$ cat src/rtl/mem_access_unit_pkg.sv
// Shared types for the memory-stage access unit: FSM states, rv32i load/store
// width encodings and the latched data-cache request payload.
package mem_access_unit_pkg;

    localparam int unsigned XLEN   = 32;
    localparam int unsigned MASK_W = XLEN / 8;

    typedef enum logic [1:0] {
        IDLE = 2'd0,
        BUSY = 2'd1,
        RESP = 2'd2
    } mau_state_t;

    typedef enum logic [2:0] {
        LB  = 3'b000,
        LH  = 3'b001,
        LW  = 3'b010,
        LBU = 3'b100,
        LHU = 3'b101
    } load_funct3_t;

    typedef enum logic [2:0] {
        SB = 3'b000,
        SH = 3'b001,
        SW = 3'b010
    } store_funct3_t;

    typedef struct packed {
        logic [XLEN-1:0]   addr;
        logic [MASK_W-1:0] wmask;
        logic [XLEN-1:0]   wdata;
    } dmem_req_t;

    // funct3[1:0] carries the access size for both loads and stores
    function automatic logic is_misaligned(logic [2:0] funct3, logic [1:0] off);
        case (funct3[1:0])
            2'b01:   return off[0];
            2'b10:   return off != 2'b00;
            default: return 1'b0;
        endcase
    endfunction

endpackage

$ cat src/rtl/mem_access_unit_if.sv
// Data-cache request/response bus between the access unit (master) and the cache (slave).
interface mem_access_unit_if;
    import mem_access_unit_pkg::*;

    logic [XLEN-1:0]   dmem_address;
    logic              dmem_read;
    logic              dmem_write;
    logic [MASK_W-1:0] dmem_wmask;
    logic [XLEN-1:0]   dmem_wdata;
    logic [XLEN-1:0]   dmem_rdata;
    logic              dmem_resp;

    modport master (
        output dmem_address, dmem_read, dmem_write, dmem_wmask, dmem_wdata,
        input  dmem_rdata, dmem_resp
    );

    modport slave (
        input  dmem_address, dmem_read, dmem_write, dmem_wmask, dmem_wdata,
        output dmem_rdata, dmem_resp
    );

endinterface

$ cat src/rtl/mem_access_unit_load_extend.sv
// Lane-selects the addressed byte/halfword/word from a read word and
// sign- or zero-extends it according to the load width code.
module mem_access_unit_load_extend
    import mem_access_unit_pkg::*;
(
    input  logic [2:0]      funct3,
    input  logic [1:0]      off,
    input  logic [XLEN-1:0] rdata,
    output logic [XLEN-1:0] data_c
);

    logic [XLEN-1:0] shifted;

    always_comb begin
        shifted = rdata >> {off, 3'b000};
        data_c  = shifted;
        case (load_funct3_t'(funct3))
            LB:      data_c = {{24{shifted[7]}}, shifted[7:0]};
            LH:      data_c = {{16{shifted[15]}}, shifted[15:0]};
            LBU:     data_c = {24'h0, shifted[7:0]};
            LHU:     data_c = {16'h0, shifted[15:0]};
            default: data_c = shifted;
        endcase
    end

endmodule

$ cat src/rtl/mem_access_unit.sv
// Memory-stage access engine: issues one cache read/write per load/store,
// stalls the pipeline until the response, and returns the extended load data.
module mem_access_unit
    import mem_access_unit_pkg::*;
#(
    parameter int unsigned MAX_WAIT = 0
) (
    input  logic                     clk,
    input  logic                     rst,
    input  logic                     valid_in,
    input  logic                     is_load,
    input  logic                     is_store,
    input  logic [2:0]               funct3,
    input  logic [XLEN-1:0]          addr_in,
    input  logic [XLEN-1:0]          wdata_in,
    mem_access_unit_if.master        dmem,
    output logic                     stall,
    output logic                     done,
    output logic [XLEN-1:0]          load_data,
    output logic                     misaligned,
    output logic                     timeout
);

    localparam int unsigned WAIT_W = (MAX_WAIT < 2) ? 1 : $clog2(MAX_WAIT + 1);

    mau_state_t        state_q, state_d;
    dmem_req_t         req_q, req_d;
    logic [2:0]        funct3_q, funct3_d;
    logic [1:0]        off_q, off_d;
    logic              read_q, read_d;
    logic              write_q, write_d;
    logic              done_q, done_d;
    logic [XLEN-1:0]   load_data_q, load_data_d;
    logic              misaligned_q, misaligned_d;
    logic              timeout_q, timeout_d;
    logic [WAIT_W-1:0] wait_cnt_q, wait_cnt_d;
    logic              mem_op;
    logic [1:0]        off;
    logic [XLEN-1:0]   ext_c;

    mem_access_unit_load_extend u_load_extend (
        .funct3 (funct3_q),
        .off    (off_q),
        .rdata  (dmem.dmem_rdata),
        .data_c (ext_c)
    );

    // Next-state, request latching, watchdog and combinational stall
    always_comb begin
        state_d      = state_q;
        req_d        = req_q;
        funct3_d     = funct3_q;
        off_d        = off_q;
        read_d       = 1'b0;
        write_d      = 1'b0;
        done_d       = 1'b0;
        load_data_d  = '0;
        misaligned_d = 1'b0;
        timeout_d    = timeout_q;
        wait_cnt_d   = wait_cnt_q;
        stall        = 1'b0;
        mem_op       = valid_in & (is_load | is_store);
        off          = addr_in[1:0];

        case (state_q)
            IDLE: begin
                if (mem_op) begin
                    if (is_misaligned(funct3, off)) begin
                        misaligned_d = 1'b1;
                    end else begin
                        stall       = 1'b1;
                        state_d     = BUSY;
                        funct3_d    = funct3;
                        off_d       = off;
                        read_d      = is_load;
                        write_d     = ~is_load;
                        wait_cnt_d  = '0;
                        req_d.addr  = {addr_in[XLEN-1:2], 2'b00};
                        req_d.wdata = is_load ? '0 : (wdata_in << {off, 3'b000});
                        if (is_load) begin
                            req_d.wmask = '0;
                        end else begin
                            case (store_funct3_t'(funct3))
                                SB:      req_d.wmask = 4'b0001 << off;
                                SH:      req_d.wmask = 4'b0011 << off;
                                default: req_d.wmask = 4'b1111;
                            endcase
                        end
                    end
                end
            end
            BUSY: begin
                stall = 1'b1;
                if (dmem.dmem_resp) begin
                    state_d     = RESP;
                    done_d      = 1'b1;
                    load_data_d = read_q ? ext_c : '0;
                end else begin
                    read_d  = read_q;
                    write_d = write_q;
                    // Saturating watchdog; timeout stays set until reset
                    if (MAX_WAIT != 0 && wait_cnt_q != WAIT_W'(MAX_WAIT)) begin
                        wait_cnt_d = wait_cnt_q + WAIT_W'(1);
                        if (wait_cnt_d == WAIT_W'(MAX_WAIT)) begin
                            timeout_d = 1'b1;
                        end
                    end
                end
            end
            RESP:    state_d = IDLE;
            default: state_d = IDLE;
        endcase
    end

    always_ff @(posedge clk or negedge rst) begin
        if (!rst) begin
            state_q      <= IDLE;
            req_q        <= '0;
            funct3_q     <= '0;
            off_q        <= '0;
            read_q       <= 1'b0;
            write_q      <= 1'b0;
            done_q       <= 1'b0;
            load_data_q  <= '0;
            misaligned_q <= 1'b0;
            timeout_q    <= 1'b0;
            wait_cnt_q   <= '0;
        end else begin
            state_q      <= state_d;
            req_q        <= req_d;
            funct3_q     <= funct3_d;
            off_q        <= off_d;
            read_q       <= read_d;
            write_q      <= write_d;
            done_q       <= done_d;
            load_data_q  <= load_data_d;
            misaligned_q <= misaligned_d;
            timeout_q    <= timeout_d;
            wait_cnt_q   <= wait_cnt_d;
        end
    end

    assign dmem.dmem_address = req_q.addr;
    assign dmem.dmem_read    = read_q;
    assign dmem.dmem_write   = write_q;
    assign dmem.dmem_wmask   = req_q.wmask;
    assign dmem.dmem_wdata   = req_q.wdata;
    assign done              = done_q;
    assign load_data         = load_data_q;
    assign misaligned        = misaligned_q;
    assign timeout           = timeout_q;

endmodule

$ cat src/flat_wrapper.sv
// flat-port wrapper written by rule: the top's interface ports become plain ports
module mem_access_unit_flat import mem_access_unit_pkg::*;
#(
    parameter int unsigned MAX_WAIT = 0
)
  (clk, rst, valid_in, is_load, is_store, funct3, addr_in, wdata_in, stall, done, load_data, misaligned, timeout, dmem_dmem_address, dmem_dmem_read, dmem_dmem_write, dmem_dmem_wmask, dmem_dmem_wdata, dmem_dmem_rdata, dmem_dmem_resp);
  mem_access_unit_if dmem_i ();
  input  logic clk;
  input  logic rst;
  input  logic valid_in;
  input  logic is_load;
  input  logic is_store;
  input  logic [2:0] funct3;
  input  logic [XLEN-1:0] addr_in;
  input  logic [XLEN-1:0] wdata_in;
  output logic stall;
  output logic done;
  output logic [XLEN-1:0] load_data;
  output logic misaligned;
  output logic timeout;
  output wire logic [$bits(dmem_i.dmem_address)-1:0] dmem_dmem_address;
  output wire logic [$bits(dmem_i.dmem_read)-1:0] dmem_dmem_read;
  output wire logic [$bits(dmem_i.dmem_write)-1:0] dmem_dmem_write;
  output wire logic [$bits(dmem_i.dmem_wmask)-1:0] dmem_dmem_wmask;
  output wire logic [$bits(dmem_i.dmem_wdata)-1:0] dmem_dmem_wdata;
  input wire logic [$bits(dmem_i.dmem_rdata)-1:0] dmem_dmem_rdata;
  input wire logic [$bits(dmem_i.dmem_resp)-1:0] dmem_dmem_resp;
  assign dmem_dmem_address = dmem_i.dmem_address;
  assign dmem_dmem_read = dmem_i.dmem_read;
  assign dmem_dmem_write = dmem_i.dmem_write;
  assign dmem_dmem_wmask = dmem_i.dmem_wmask;
  assign dmem_dmem_wdata = dmem_i.dmem_wdata;
  assign dmem_i.dmem_rdata = dmem_dmem_rdata;
  assign dmem_i.dmem_resp = dmem_dmem_resp;
  mem_access_unit #(.MAX_WAIT(MAX_WAIT)) u_core (.clk(clk), .rst(rst), .valid_in(valid_in), .is_load(is_load), .is_store(is_store), .funct3(funct3), .addr_in(addr_in), .wdata_in(wdata_in), .dmem(dmem_i), .stall(stall), .done(done), .load_data(load_data), .misaligned(misaligned), .timeout(timeout));
endmodule
$ cat config.mk
export PLATFORM = sky130hd
export DESIGN_NAME = mem_access_unit_flat
export DESIGN_NICKNAME = d
export VERILOG_FILES = /design/src/rtl/mem_access_unit_pkg.sv /design/src/rtl/mem_access_unit_if.sv /design/src/rtl/mem_access_unit_load_extend.sv /design/src/rtl/mem_access_unit.sv /design/src/flat_wrapper.sv
export SDC_FILE = /design/constraint.sdc
export NUM_CORES = 1
export LEC_CHECK = 0
export BUFFER_PORTS_ARGS = -buffer_cell sky130_fd_sc_hd__buf_2
export CELL_PAD_IN_SITES_DETAIL_PLACEMENT = 0
export CELL_PAD_IN_SITES_GLOBAL_PLACEMENT = 1
export CORE_MARGIN = 8
export CORE_UTILIZATION = 25
export DETAILED_ROUTE_END_ITERATION = 6
export GPL_TIMING_DRIVEN = 0
export HOLD_SLACK_MARGIN = 0.05
export PLACE_DENSITY_LB_ADDON = 0.1
export RECOVER_POWER = 50
export SLEW_MARGIN = 20
export SYNTH_ARGS = -nofsm -noshare
export SYNTH_HDL_FRONTEND = slang
export SYNTH_SLANG_ARGS = --single-unit
$ cat constraint.sdc
create_clock -name clk -period 2.45 [get_ports clk]
set_clock_uncertainty 0.15 [all_clocks]
set_input_delay 0 -clock clk [delete_from_list [all_inputs] [get_ports clk]]
set_output_delay 0 -clock clk [all_outputs]
set_load 0.02 [all_outputs]
# == Word level (Yosys, flattened, before mapping) ==
# Index checks and enable logic that the tools add are counted.
# totals
regBits,109
in_bits,105
# op_classes
n_shift,4
n_reduce_logical,6
bitwise_logic,4
n_mux,29
eq_ne,10
# op_table
cell,count
2-to-1 mux 32 bit,4
one-hot mux 32 bit (4 select lines),1
left shift 32 x 5 -> 32 bit,1
>> shifter 32 x 5 -> 32 bit,1
2-to-1 mux 1 bit,14
one-hot mux 1 bit (2 select lines),4
one-hot mux 4 bit (2 select lines),1
equality test 3 x 1 -> 1 bit (second input constant),2
equality test 3 bit (second input constant),2
zero test 3 bit,2
2-to-1 mux 2 bit,3
AND reduction 3 bit,2
equality test 2 x 1 -> 1 bit (second input constant),2
2-to-1 mux 4 bit,1
!= test 2 bit (second input constant),2
one-hot mux 2 bit (2 select lines),1
left shift 1 x 2 -> 4 bit (first input constant),1
left shift 2 x 2 -> 4 bit (first input constant),1
equality test 2 bit (second input constant),1
zero test 2 bit,1
!= test 2 x 1 -> 1 bit (second input constant),1
inverter 1 bit,2
nonzero test 2 bit,1
AND 1 bit,1
OR 1 bit,1

# == Longest topological paths before layout ==
# logic_depth
depth_word,7
mapped_depth,8
ltp_nobuf,6

# == Modules after synthesis ==
# Synthesis repeated with hierarchy kept, for this count alone.
# unflattened
hier_cells,457
area_unflattened_um2,5430.2
# by_module_without_submodules
module,n_inst,area_per_inst_um2,seq_area_each_um2,cells_per_inst
mem_access_unit,1,4735.8,2727.6,350
mem_access_unit_load_extend,1,694.4,0.0,107

# == Least setup slack after synthesis ==
# OpenSTA, ideal clock, no wires.
# synth_path
path_type,register -> register
start,register u_core.state_q[0]
end,register u_core.req_q (netlist bit u_core.dmem.dmem_address[10])
setup_slack_ps,672
t_arrival_ps,1501
stages_incl_launch_ff,6
required_ps,2172
cell_sequence,dfrtp_1 nor3b_2 o21ai_2 nor2_2 buf_2 mux2_1
# synth_between
elab_chain_len,2
# synth_rtl
item,line,source
start: declaration,mem_access_unit.sv:26,"mau_state_t state_q, state_d;"
start signal: assignment,mem_access_unit.sv:129,state_q <= state_d;
zero test 2 bit,mem_access_unit.sv:65,case (state_q)
AND reduction 3 bit (no line),--,
end signal: assignment,mem_access_unit.sv:130,req_q <= req_d;
end: declaration,mem_access_unit.sv:27,"dmem_req_t req_q, req_d;"
# Every way passes these cells.
# A chain may end at the register's enable or synchronous reset.

# == Final worst setup path ==
# layout_path
start,register u_core.off_q[0]
end,"register u_core.load_data_q[13], in the netlist u_core.load_data[13]"
# layout_between
elab_chain_len,5
# layout_rtl
item,line,source
start: declaration,mem_access_unit.sv:29,"logic [1:0] off_q, off_d;"
start signal: assignment,mem_access_unit.sv:120,off_q <= '0;
start signal: assignment,mem_access_unit.sv:132,off_q <= off_d;
>> shifter 32 x 5 -> 32 bit,mem_access_unit_load_extend.sv:15,"shifted = rdata >> {off, 3'b000};"
one-hot mux 32 bit (4 select lines),mem_access_unit_load_extend.sv:17,case (load_funct3_t'(funct3))
2-to-1 mux 32 bit,mem_access_unit.sv:97,load_data_d = read_q ? ext_c : '0;
2-to-1 mux 32 bit,mem_access_unit.sv:94,if (dmem.dmem_resp) begin
2-to-1 mux 32 bit,mem_access_unit.sv:65,
via u_core.load_data_d[13],mem_access_unit.sv:33,"logic [XLEN-1:0] load_data_q, load_data_d;"
end signal: assignment,mem_access_unit.sv:136,load_data_q <= load_data_d;
end: declaration,mem_access_unit.sv:33,
# The timed path passes the listed nets, and every way through them passes these cells.

==> results by group <==
Status
  • Status: finished, final reports clean

Logic synthesis
  • Mux contribution to synthesized area: 15.8%
  • Top-count cell post-synth: dfrtp_1
  • Post-synth top flop: dfrtp_1
  • Synth Area in Adders: 0.486%
  • Synth area leaders: dfrtp_1 53%, mux2_1 9.2%, mux2i_1 6.2%
  • EDFF count, synth: 0
  • Ys async rst share: 100%
  • Yosys warns: 0
  • Synth Area in Compound Gates: 18.4%
  • Share of the synthesized area in the top cell type: 52.9%
  • Commonest cells post-synth: 109 x dfrtp_1, 42 x mux2_1, 32 x mux2i_1
  • Mean Syn Cell Area: 11.7 sq um
  • Area leader, netlist: dfrtp_1
  • #FFs+latches synth: 109
  • Sequential area share after synthesis: 52.9%
  • Largest family of logic cells by synthesized area: compound AO/OA/AOI/OAI gates
  • Synth cell types: 48
  • Post-Synth Simple-Gate Area: 8.35%
  • Post-Synthesis Cells: 440
  • Mapped Area: 5150 sq um
  • Xor/xnor share of the synthesized area: 0%

Cells and area
  • P&R area growth vs syn: 50.0%
  • Cell Count, Final, Fillers Out: 1,034
  • Antenna cells: 0
  • # nets final: 867
  • Share of layout cells above drive strength 1: 21.7%

Min path
  • Hold WC Path Type: input pin to flop
  • HP Start: valid_in

Routing
  • DRT Pass-1 Iters: 5
  • Via/cell ratio: 4.52
  • Residual DRC: 0
  • Vias post-DR: 4,677
  • DRT iter0 DRCs: 216
  • Routed WL: 18.9 mm
  • Final ANT Viol Nets: 0
  • Wire per inst: 18.3 um

Floorplanning
  • Die ar.: 25,500 sq um
  • Starting Density: 25.5%
  • Die extent in x: 160 um
  • Total core area: 20,200 sq um
  • I/O pin count: 211
  • DIE HEIGHT: 160 um
  • Row count: 52

Global route
  • Largest net degree at the start of global routing: 70
  • Vias in the first global route: 5,287
  • GRT Util Overall: 14.9%
  • Total grt overflow: 0
  • First-pass GRT wire length: 30.0 mm
  • Initial antenna violation count: 1

Setup path
  • Critical Path Source: u_core.off_q[0]
  • Peak fanout along the critical path: 8
  • Setup crit start kind: flop
  • CP max stage cell: dlygate4sd3_1
  • WP data required: 2.56 ns
  • CP arrival: 2.46 ns
  • Crit path top cell by count: buf_2
  • Max stage delay on crit path: 0.55 ns
  • CP Cell Sequence: buf_2, mux2_2, dlygate4sd3_1, mux2i_1, or3_1, buf_2, a21oi_1
  • CP Capture Type: flop
  • WS Path Type: flop to flop
  • Reg-to-Reg Start: u_core.off_q[0]

Timing
  • RSZ-0062 raised after global routing: true
  • Final Hold Viols: 0
  • Tcrit/Tclk final: 95.8%
  • Slew HR: 34.7%
  • Worst-Margin Slew: 0.980 ns
  • Final setup vio count: 0
  • Slew Viols, Final: 0
  • Max Clk Rate: 426 MHz
  • Post-layout min period: 2.35 ns
  • Final worst-path setup slack: 0.102 ns

Clocking
  • Clock Path Buffers: 2
  • TritonCTS clock tree: yes
  • Clock buffer count from CTS: 9
  • CTS Sinks: 109
  • Worst skew pair latency: 0.35 ns
  • H-tree levels: 3
  • Post-CTS Setup Bufs: 0
  • Clk slew on worst S/H paths: 0.07 ns
  • Clk root buf: clkbuf_16

Pwr
  • Pwr Density: 796 nW/um^2
  • Lkg Pwr: 3.51 nW
  • Overall power: 6.15 mW
  • Max VDD drop: 0.000326 V

Placement
  • Placed insts: 918
  • Pre-CTS setup slack: 0.152 ns
  • Post-DP HPWL: 14.4 mm
  • PortBufs: 205
  • Gpl congestion: 0.866

Run
  • Max-Cap Viols: 0
[state kept, by name, summed over array words and instances, names as in the netlist, 2 cells and up]
signal and count:
u_core.dmem.dmem_address 30, u_core.funct3_q 3, u_core.dmem.dmem_wdata 32, u_core.dmem.dmem_wmask 4, u_core.off_q 2, u_core.load_data 32
u_core.state_q 2
[per-stage QoR]
stage | utilization, % | TNS [ns] | area, sq um | hold WS, ns
3_5_place_dp | 32.4 | 0 | 6560 | -0.213
2_1_floorplan | - | 0 | 5160 | -0.446
6_report | 38.2 | 0 | 7730 | 0.100
4_1_cts | 39.0 | 0 | 7890 | 0.0896
5_1_grt | 38.2 | -0.0000251 | 7730 | 0.150
3_3_place_gp | 32.2 | -7.21 | 6520 | 0.0684
[cells by family (layout without fill, tap and decap cells)]
group	after synthesis	in the layout
AND/OR/NAND/NOR	72	72
flip-flops	109	109
buffers and inverters	43	365
other	1	3
AO/OA/AOI/OAI	137	137
multiplexers	76	76
adder cells (fa/ha/maj)	2	2
[power breakdown]
part	switching [mW]	internal [mW]
clock network	0.688	0.898
logic	1.36	0.837
registers	0.204	2.17
total	2.25	3.90
[final timing paths]
kind	end	slack, ns	depth (start not counted)
worst max-delay path	u_core.load_data[13]	0.10	7
worst min-delay path	u_core.funct3_q[0]	0.10	5
worst max register to register	u_core.load_data[13]	0.10	7
worst min register to register	u_core.dmem.dmem_address[23]	0.34	1
max in group asynchronous	u_core.dmem.dmem_wdata[21]	0.63	4
min in group asynchronous	u_core.dmem.dmem_address[18]	0.85	4
[critical path: cells and delay by family (launching register included)]
family | cells | cell delay (ns)
buf+inv | 3 | 0.90
flops | 1 | 0.36
simple gates | 1 | 0.36
mux | 2 | 0.34
compound gates | 1 | 0.15
[placed cells by master, fill, tap and decap left out, drive strengths merged, types with 2 or more instances in the layout]
cell type    count
and3b            2
and2             6
buf            124
o21ai           53
nand4b           2
clkbuf         131
conb             3
bufinv           2
mux2i           32
or2              3
nor2            22
nor3b            3
a211oi          30
o31ai           11
mux2            44
nor2b           18
a21o             8
ha               2
a21oi           19
nand2           11
inv              7
o2bb2ai          8
dlygate4sd3    100
dfrtp          109
[per-layer routing]
| layer | part of all wire, % | global-route usage [%] | vias to the layer above |
|---|---|---|---|
| li1 | - | - | 2218 |
| met2 | 48 | 24.8 | 164 |
| met1 | 45 | 18.5 | 2266 |
| met5 | 0.053 | 0 | - |
| met3 | 5.7 | 4.34 | 27 |
| met4 | 1.7 | 4.25 | 2 |
[timing repair]
action / CTS / global route
endpoints found under the hold margin: 205 / 0
endpoints found under the setup margin: 0 / 7
hold buffers: 101 / 0
resized for setup: 0 / 5
[final cells by class]
| class | count | area, sq um |
|---|---|---|
| clock buffer | 10 | 229 |
| multi-input combinational | 290 | 2240 |
| inverter | 5 | 18.8 |
| buffer | 38 | 186 |
| timing repair buffer | 307 | 1910 |
| clock inverter | 5 | 82.6 |
| tap | 270 | 338 |
| fill | 2078 | 12500 |
| sequential | 109 | 2730 |
Power figures use the tool's default switching activity.
